[src/rtl/piso_shift_register.sv]
// Parallel-in/serial-out serializer: a free-running bit counter reloads the
// shift register every WIDTH clocks and the word is shifted out one bit per clock.
module piso_shift_register #(
  parameter int unsigned WIDTH     = 8,
  parameter bit          LSB_FIRST = 1'b1
) (
  input  logic             clk,
  input  logic             rst,
  input  logic [WIDTH-1:0] parallel_in,
  output logic             serial_out,
  output logic             frame_sync
);

  localparam int unsigned     CntW   = (WIDTH > 1) ? $clog2(WIDTH) : 1;
  localparam logic [CntW-1:0] CntMax = CntW'(WIDTH - 1);

  logic [WIDTH-1:0] shreg_q, shreg_d;
  logic [CntW-1:0]  cnt_q, cnt_d;
  logic             loaded_q, loaded_d;
  logic             load;

  // cnt counts down the bits still to send; zero marks the last bit of a frame
  // (or the idle state after reset), so the next edge captures a new word.
  assign load = (cnt_q == '0);

  always_comb begin
    shreg_d  = shreg_q;
    cnt_d    = cnt_q;
    loaded_d = loaded_q;
    if (load) begin
      shreg_d  = parallel_in;
      cnt_d    = CntMax;
      loaded_d = 1'b1;
    end else begin
      cnt_d   = cnt_q - CntW'(1);
      shreg_d = LSB_FIRST ? (shreg_q >> 1) : (shreg_q << 1);
    end
  end

  always_ff @(posedge clk or posedge rst) begin
    if (rst) begin
      shreg_q  <= '0;
      cnt_q    <= '0;
      loaded_q <= 1'b0;
    end else begin
      shreg_q  <= shreg_d;
      cnt_q    <= cnt_d;
      loaded_q <= loaded_d;
    end
  end

  assign serial_out = LSB_FIRST ? shreg_q[0] : shreg_q[WIDTH-1];
  assign frame_sync = loaded_q && (cnt_q == CntMax);

endmodule

[config.mk]
export PLATFORM = sky130hd
export DESIGN_NAME = piso_shift_register
export DESIGN_NICKNAME = d
export VERILOG_FILES = /design/src/rtl/piso_shift_register.sv
export SDC_FILE = /design/constraint.sdc
export NUM_CORES = 1
export LEC_CHECK = 0
export CORE_AREA = 3 3 40 42
export DETAILED_ROUTE_END_ITERATION = 8
export DIE_AREA = 0 0 43 45
export PLACE_DENSITY_LB_ADDON = 0.2
export SLEW_MARGIN = 30
export SYNTH_ARGS = -nofsm -noshare
export SYNTH_HDL_FRONTEND = slang
export SYNTH_SLANG_ARGS = --single-unit
[constraint.sdc]
create_clock -name clk -period 3.5 [get_ports clk]
set_clock_uncertainty 0.1 [all_clocks]
set_input_delay 0.7 -clock clk [delete_from_list [all_inputs] [get_ports clk]]
set_output_delay 0.7 -clock clk [all_outputs]
set_load 0.05 [all_outputs]
Word-level counts from Yosys, hierarchy flattened
Index checks and enable logic that the tools add are counted. W data, S select, Z words.

Register bits after elaboration: 12. Input bits: 10. Output and inout bits: 2. Logic and storage cells: 9.

Add/subtract/negate cells: 1. Eq/ne operators: 1. Multiplexer cells: 2. Reductions and logical operators: 2.

Operator list (number): $mux W8 (1); $eq A3 B3 Y1 const B (1); $logic_not A3 Y1 (1); $mux W3 (1); $sub A3 B1 Y3 const B (1); $logic_and A1 B1 Y1 (1).

Logic depth before layout (Yosys ltp)
Gate-level depths: netlist (run 1).

Depth after elaboration: 2. Mapped depth: 5. Gate-level depth less buffers: 4.

Worst setup path before layout (run 1)
Ideal clock, no wire load.

Path type: flip-flop to output port. Start: register cnt_q[0]. End: output port frame_sync. Data arrival time: 0.918 ns. Data required time: 2.700 ns. Path slack: 1.782 ns. Cell stages (with the launch flop): 3. Path buffers: 0. Cells stage by stage: dfrtp_1 > ha_1 > and3_1.

Longest elaborated chain between the ends: 2.

Ends and longest elaborated chain: start, declared (RTL line 18) `logic [CntW-1:0] cnt_q, cnt_d;`; start signal, assigned (RTL line 47) `cnt_q <= cnt_d;`; $eq A3 B3 Y1 (RTL line 53) `assign frame_sync = loaded_q && (cnt_q == CntMax);`; $logic_and A1 B1 Y1 (RTL line 53); end, declared (RTL line 11) `output logic frame_sync`.

No other way between the ends.

Worst setup path in the final report (run 1)
Same ends and word-level chain as after synthesis.

==> Implementation_results.wiki, run 1 <==
{| class="wikitable"
! Metric !! Value
|-
| Status || finished clean
|-
| Total routed wire length on the met1 layer || 300 um
|-
| Port Buffers || 11
|-
| Max VDD drop || 0.165 mV
|-
| Synthesized netlist net count || 48
|-
| Period utilization || 0.720
|-
| Register area || 300 um2
|-
| Power density of the placed cells || 374 nW/um2
|-
| Combinational cell fraction of total power || 0.090
|-
| Detailed-router iteration count before antenna repair || 1
|-
| Number of top-level pins || 12
|-
| Area of the core region || 1280 um2
|-
| Element type at the critical path start || flop
|-
| Part of the power in registers || 0.587
|-
| Detail Route met3 WL || 39 um
|-
| Initial antenna violation count || 0
|-
| Count of inserted antenna diode cells || 0
|-
| Routed WL || 766 um
|-
| Clock network latency to the later pin of the worst-skew pair || 0.26 ns
|-
| Post-Place Cell Area || 637 um2
|-
| Number of synthesized flops with an enable pin || 0
|-
| Warning count from the yosys run || 0
|-
| Fraction of layout instances using a drive strength above 1 || 0.250
|-
| Die Ht || 45 um
|-
| Type of the worst setup path || reg -> out
|-
| Clock-pin transition on the worst setup and hold timing paths || 0.07 ns
|-
| TritonCTS buffer count || 3
|-
| Area used by multi-input combinational logic || 196 um2
|-
| Data required, critical path || 2.70 ns
|-
| Layout net count || 63
|-
| Area growth syn-to-layout || 27.0%
|-
| Endpoint arrival time on the critical path || 1.72 ns
|-
| Largest net degree at the start of global routing || 13
|-
| Via count of the first global-routing pass || 340
|-
| Std-Cell Rows || 13
|-
| Relative slew slack || 0.640
|-
| Distinct cell type count of the synthesized netlist || 13
|-
| Leading cell type by number of instances after synthesis || dfrtp_1
|-
| Overall routing resource usage || 0.108
|-
| Max-cap violations || 0
|-
| P_leak || 0.308 nW
|-
| Critical path fanouts, max || 3
|-
| Largest cells by area after synthesis || dfrtp_1, mux2_4, ha_1
|-
| Share of the synthesized area in the top cell type || 0.578
|-
| Number of fill cells || 112
|-
| Total number of H-tree levels || 1
|-
| Synth Flop Type || dfrtp_1
|-
| Vias per cell || 4.67
|-
| Vias after detailed routing || 294
|-
| Fraction of power spent switching nets || 0.197
|-
| Estimated wirelength of the detail-placed design || 603 um
|-
| Number of setup violations in the final report || 0
|-
| Maximum operating frequency || 397 MHz
|-
| CTS sink count || 12
|-
| Mean routed wirelength per cell || 12.2 um
|-
| Cell area after layout || 659 um2
|-
| CTS root buffer || clkbuf_4
|-
| Ys async rst share || 1.00
|-
| Initial core utilization || 0.404
|-
| Max-slew violations || 0
|-
| Number of design rule violations left after detail routing || 0
|-
| Synthesized flop and latch total || 12
|-
| Maximum root-to-sink buffer count || 2
|-
| Floorplan die area || 1940 um2
|-
| Sequential fraction of the synthesis area || 0.578
|-
| Post-layout minimum cycle time || 2.52 ns
|-
| Hold crit path type || reg -> reg
|-
| Internal cell power || 0.198 mW
|-
| Setup repair after global routing missed its margin || false
|-
| Post-Synthesis Mean Instance Area || 14.8 um2
|-
| Final GP Congestion || 0.581
|-
| Number of placed instances, taps included || 60
|-
| Count of mapped cells out of synthesis || 35
|-
| Switching power summed over all nets || 0.0486 mW
|-
| Number of nets with antenna violations after routing || 0
|-
| Worst slew pin tran || 0.538 ns
|-
| Dominant cell type by area after synthesis || dfrtp_1
|-
| Mapped Area || 519 um2
|-
| Number of cells in the finished layout apart from fillers || 63
|-
| Number of buffers inserted by hold repair at cts || 0
|-
| End-of-flow core utilization || 0.513
|-
| Global-route wire length before repair || 1470 um
|-
| Synth top cells by count || dfrtp_1, mux2_4, ha_1, inv_1, nand2_1
|-
| Clock tree from TritonCTS || done
|-
| Overflow after GRT || 0
|-
| Kind of end point of the critical path || primary output
|-
| Final number of hold-violating endpoints || 0
|-
| Accumulated negative setup slack || 0 ns
|-
| Share of power burned in the clock network || 0.323
|-
| PostCTS Resize Cnt || 0
|-
| Post-CTS Setup Repair Bufs || 0
|-
| DRC violation total after the first TritonRoute iteration || 0
|-
| Routed wire length on met2 || 426 um
|-
| Top layer reached by signal wires || met3
|-
| Width of the die || 43 um
|}
## flip-flops by register name, summed over array words and instances, names as in the netlist
| register | flops |
|---|---|
| loaded_q | 1 |
| shreg_q | 8 |
| cnt_q | 3 |
## through the flow
stage / setup slack [ns] / hold WS [ns] / total power [mW]
after floorplan: 1.78 / 0.327 / 0.157
after global placement: 1.30 / 0.345 / 0.169
after detailed placement: 1.26 / 0.355 / 0.170
after CTS: 0.957 / 0.370 / 0.252
after global routing: 0.885 / 0.390 / 0.262
final: 0.979 / 0.368 / 0.246
## cell families after synthesis
logic type                 synth area share
DFF                                   0.578
and+or+nand+nor                      0.0940
muxes                                 0.202
buffers and inverters                0.0434
adders and majority gates            0.0723
AOI/OAI and AO/OA                   0.00963
## path summary, 6_finish.rpt
kind,startpoint,to,slack (ns),cells past startpoint
min reg2reg,cnt_q[0]$_DFF_PP0_,cnt_q[0]$_DFF_PP0_,0.37,1
min,cnt_q[0]$_DFF_PP0_,cnt_q[0]$_DFF_PP0_,0.37,1
max reg2reg,cnt_q[0]$_DFF_PP0_,shreg_q[1]$_DFF_PP0_,1.78,4
max in group asynchronous,rst,shreg_q[2]$_DFF_PP0_,2.35,2
max,cnt_q[0]$_DFF_PP0_,frame_sync,0.98,3
min in group asynchronous,rst,shreg_q[7]$_DFF_PP0_,0.65,2
## cell type report
type                    count  share of cell area
clock buffers               3              0.0342
well taps                  15              0.0285
inverters                   3              0.0171
repair buffers             11               0.167
flip-flops and latches     12               0.455
multi-input cells          19               0.298
## metal layers
layer,vias up,global-route usage
met5,-,0
met4,0,0.0542
met3,0,0.0359
met2,8,0.180
met1,147,0.126
li1,139,-
## placed cells by master, fill, tap and decap left out
| master | n |
|---|---|
| a21oi_1 | 1 |
| clkdlybuf4s50_1 | 11 |
| nor3_1 | 1 |
| dfrtp_1 | 12 |
| mux2_4 | 7 |
| and2_2 | 1 |
| nor2b_2 | 1 |
| nand2_1 | 2 |
| ha_1 | 3 |
| inv_1 | 3 |
| clkbuf_4 | 3 |
| or2b_1 | 1 |
| nand2b_1 | 1 |
| and3_1 | 1 |
## power by group through the flow
stage,registers (mW),clock network [mW],logic (mW)
5_1_grt,0.145,0.0926,0.0244
6_report,0.145,0.0797,0.0222
2_1_floorplan,0.149,0,0.00803
4_1_cts,0.145,0.0852,0.0226
3_5_place_dp,0.147,0,0.0225
3_3_place_gp,0.147,0,0.0218
## critical path, cell delays in order, from the launching register on
cell             delay (ns)
dfrtp_1                0.37
ha_1                   0.15
and3_1                 0.14
clkdlybuf4s50_1        0.79
Power figures use the tool's default switching activity.
==> run 2, diff against run 1 <==
- clock period: 3.5 -> 2.19 ns (I/O delays scaled with it)
==> run 2 against run 1 <==
Compared with the run above:
- worst setup slack got worse by 0.70 ns
- critical path depth down 2
- sequential cell count unchanged
- sequential share of layout area increased by 0.17 points
- highest routed layer is now met4
==> Implementation_results.wiki, run 2 (same netlist as run 1, synthesis figures left out) <==
{| class="wikitable"
! Metric !! Value
|-
| Status || finished clean
|-
| Endpoint arrival time on the critical path || 1.38 ns
|-
| PostCTS Resize Cnt || 0
|-
| CP bufs+invs || 1
|-
| Relative slew slack || 0.649
|-
| Type of the worst setup path || reg -> out
|-
| Via count of the first global-routing pass || 314
|-
| Clock tree from TritonCTS || done
|-
| Worst-case register-to-register setup slack || 0.49 ns
|-
| Port Buffers || 11
|-
| Number of setup violations in the final report || 0
|-
| Count of inserted antenna diode cells || 0
|-
| Number of design rule violations left after detail routing || 0
|-
| Vias per cell || 4.63
|-
| Mean routed wirelength per cell || 12.7 um
|-
| Kind of end point of the critical path || primary output
|-
| Maximum single-stage delay on the critical path || 0.79 ns
|-
| Number of nets with antenna violations after routing || 0
|-
| Post-CTS Setup Repair Bufs || 0
|-
| Share of power burned in the clock network || 0.326
|-
| CTS sink count || 12
|-
| Critical register-to-register path startpoint || cnt_q[0]$_DFF_PP0_
|-
| Max stage delay cell, worst path || clkdlybuf4s50_1
|-
| Fraction of power spent switching nets || 0.202
|-
| Critical path fanouts, max || 1
|-
| Hold crit path type || in -> async
|-
| Final number of hold-violating endpoints || 0
|-
| Max-slew violations || 0
|-
| Post-layout minimum cycle time || 1.92 ns
|-
| Leading cell type in the layout, fill and taps excluded || dfrtp_1
|-
| Data required, critical path || 1.65 ns
|-
| Overflow after GRT || 0
|-
| Cell depth of the worst flop-to-flop path || 4
|-
| Estimated wirelength of the detail-placed design || 628 um
|-
| Switching power summed over all nets || 0.0799 mW
|-
| Layout net count || 63
|-
| Width of the die || 43 um
|-
| Part of the power in registers || 0.584
|-
| Number of buffers inserted by hold repair at cts || 0
|-
| CTS root buffer || clkbuf_4
|-
| Overall routing resource usage || 0.107
|-
| Number of flip-flops in the largest register || 8
|-
| Number of fill cells || 118
|-
| Most frequent cells in the layout || dfrtp_1, clkdlybuf4s50_1, mux2_4
|-
| Biggest register || shreg_q
|-
| Worst slew pin tran || 0.524 ns
|-
| Accumulated negative setup slack || 0 ns
|-
| Die Ht || 45 um
|-
| Setup repair after global routing missed its margin || false
|-
| Global-route wire length before repair || 1360 um
|-
| Detailed-router iteration count before antenna repair || 2
|-
| Internal cell power || 0.316 mW
|-
| Clock network latency to the later pin of the worst-skew pair || 0.27 ns
|-
| TritonCTS buffer count || 3
|-
| Clock-pin transition on the worst setup and hold timing paths || 0.07 ns
|-
| P_leak || 0.308 nW
|-
| Capture point of the worst reg-to-reg path || shreg_q[1]$_DFF_PP0_
|-
| Max-cap violations || 0
|-
| Power density of the placed cells || 603 nW/um2
|-
| Maximum root-to-sink buffer count || 2
|-
| Std-Cell Rows || 13
|-
| Initial antenna violation count || 0
|-
| Largest net degree at the start of global routing || 13
|-
| Total number of H-tree levels || 1
|-
| Initial core utilization || 0.404
|-
| Area growth syn-to-layout || 26.5%
|-
| Fraction of layout instances using a drive strength above 1 || 0.271
|-
| Maximum operating frequency || 522 MHz
|-
| Cells along the critical path || clkdlybuf4s50_1
|-
| Element type at the critical path start || flop
|-
| Largest registers in the final layout || shreg_q: 8 flops, cnt_q: 3 flops, loaded_q: 1 flops
|-
| Category of cells accounting for the largest share of critical-path delay || buffers and inverters
|-
| Final GP Congestion || 0.608
|-
| DRC violation total after the first TritonRoute iteration || 1
|-
| Routed WL || 800 um
|-
| Post-Place Cell Area || 634 um2
|-
| Combinational cell fraction of total power || 0.090
|-
| Area of the core region || 1280 um2
|-
| Vias after detailed routing || 292
|-
| Max VDD drop || 0.246 mV
|-
| Cell area after layout || 657 um2
|-
| Number of top-level pins || 12
|-
| End-of-flow core utilization || 0.511
|-
| Floorplan die area || 1940 um2
|-
| Period utilization || 0.875
|}
-- run 2: cell count changes in the layout (fill, tap and decap cells not counted) --
| cell | previous run | this run |
|---|---|---|
| buf_4 | 0 | 1 |
| clkdlybuf4s50_1 | 11 | 10 |
-- run 2: area by class of cell --
type	instances	area, um2	area share
Sequential cell	12	300	0.457
Multi-Input combinational cell	19	196	0.299
Timing Repair Buffer	11	108	0.164
Clock buffer	3	22.5	0.0343
Tap cell	15	18.8	0.0286
Inverter	3	11.3	0.0171
-- run 2: per-layer routing --
layer | up-vias | GRT usage | part of all wire
li1 | 140 | - | -
met1 | 138 | 0.111 | 0.40
met2 | 10 | 0.165 | 0.53
met3 | 4 | 0.0478 | 0.049
met4 | 0 | 0.0904 | 0.018
met5 | - | 0 | 0
-- run 2: power by group through the flow --
stage                     clock network, mW  registers [mW]  logic (mW)
final                                 0.129           0.231      0.0357
after global routing                  0.147           0.232      0.0386
after global placement                    0           0.235      0.0353
after floorplan                           0           0.238      0.0128
after detailed placement                  0           0.235      0.0366
after CTS                             0.138           0.231      0.0365
-- run 2: how the worst max path moves through the flow --
stage | endpoint | cells after the start | slack, ns | start
after floorplan | frame_sync | 2 | 0.73 | cnt_q[0]$_DFF_PP0_
after global placement | serial_out | 1 | 0.55 | shreg_q[0]$_DFF_PP0_
after detailed placement | shreg_q[1]$_DFF_PP0_ | 4 | 0.48 | cnt_q[0]$_DFF_PP0_
after CTS | serial_out | 1 | 0.25 | shreg_q[0]$_DFF_PP0_
after global routing | serial_out | 1 | 0.23 | shreg_q[0]$_DFF_PP0_
final | serial_out | 1 | 0.27 | shreg_q[0]$_DFF_PP0_
-- run 2: metrics by stage --
step / hold WS [ns] / setup WS, ns / power, mW / std cells
final: 0.363 / 0.275 / 0.396 / 63
after global routing: 0.394 / 0.229 / 0.417 / 63
after CTS: 0.366 / 0.252 / 0.406 / 63
after detailed placement: 0.351 / 0.476 / 0.272 / 60
after global placement: 0.345 / 0.554 / 0.270 / 60
after floorplan: 0.203 / 0.734 / 0.251 / 35
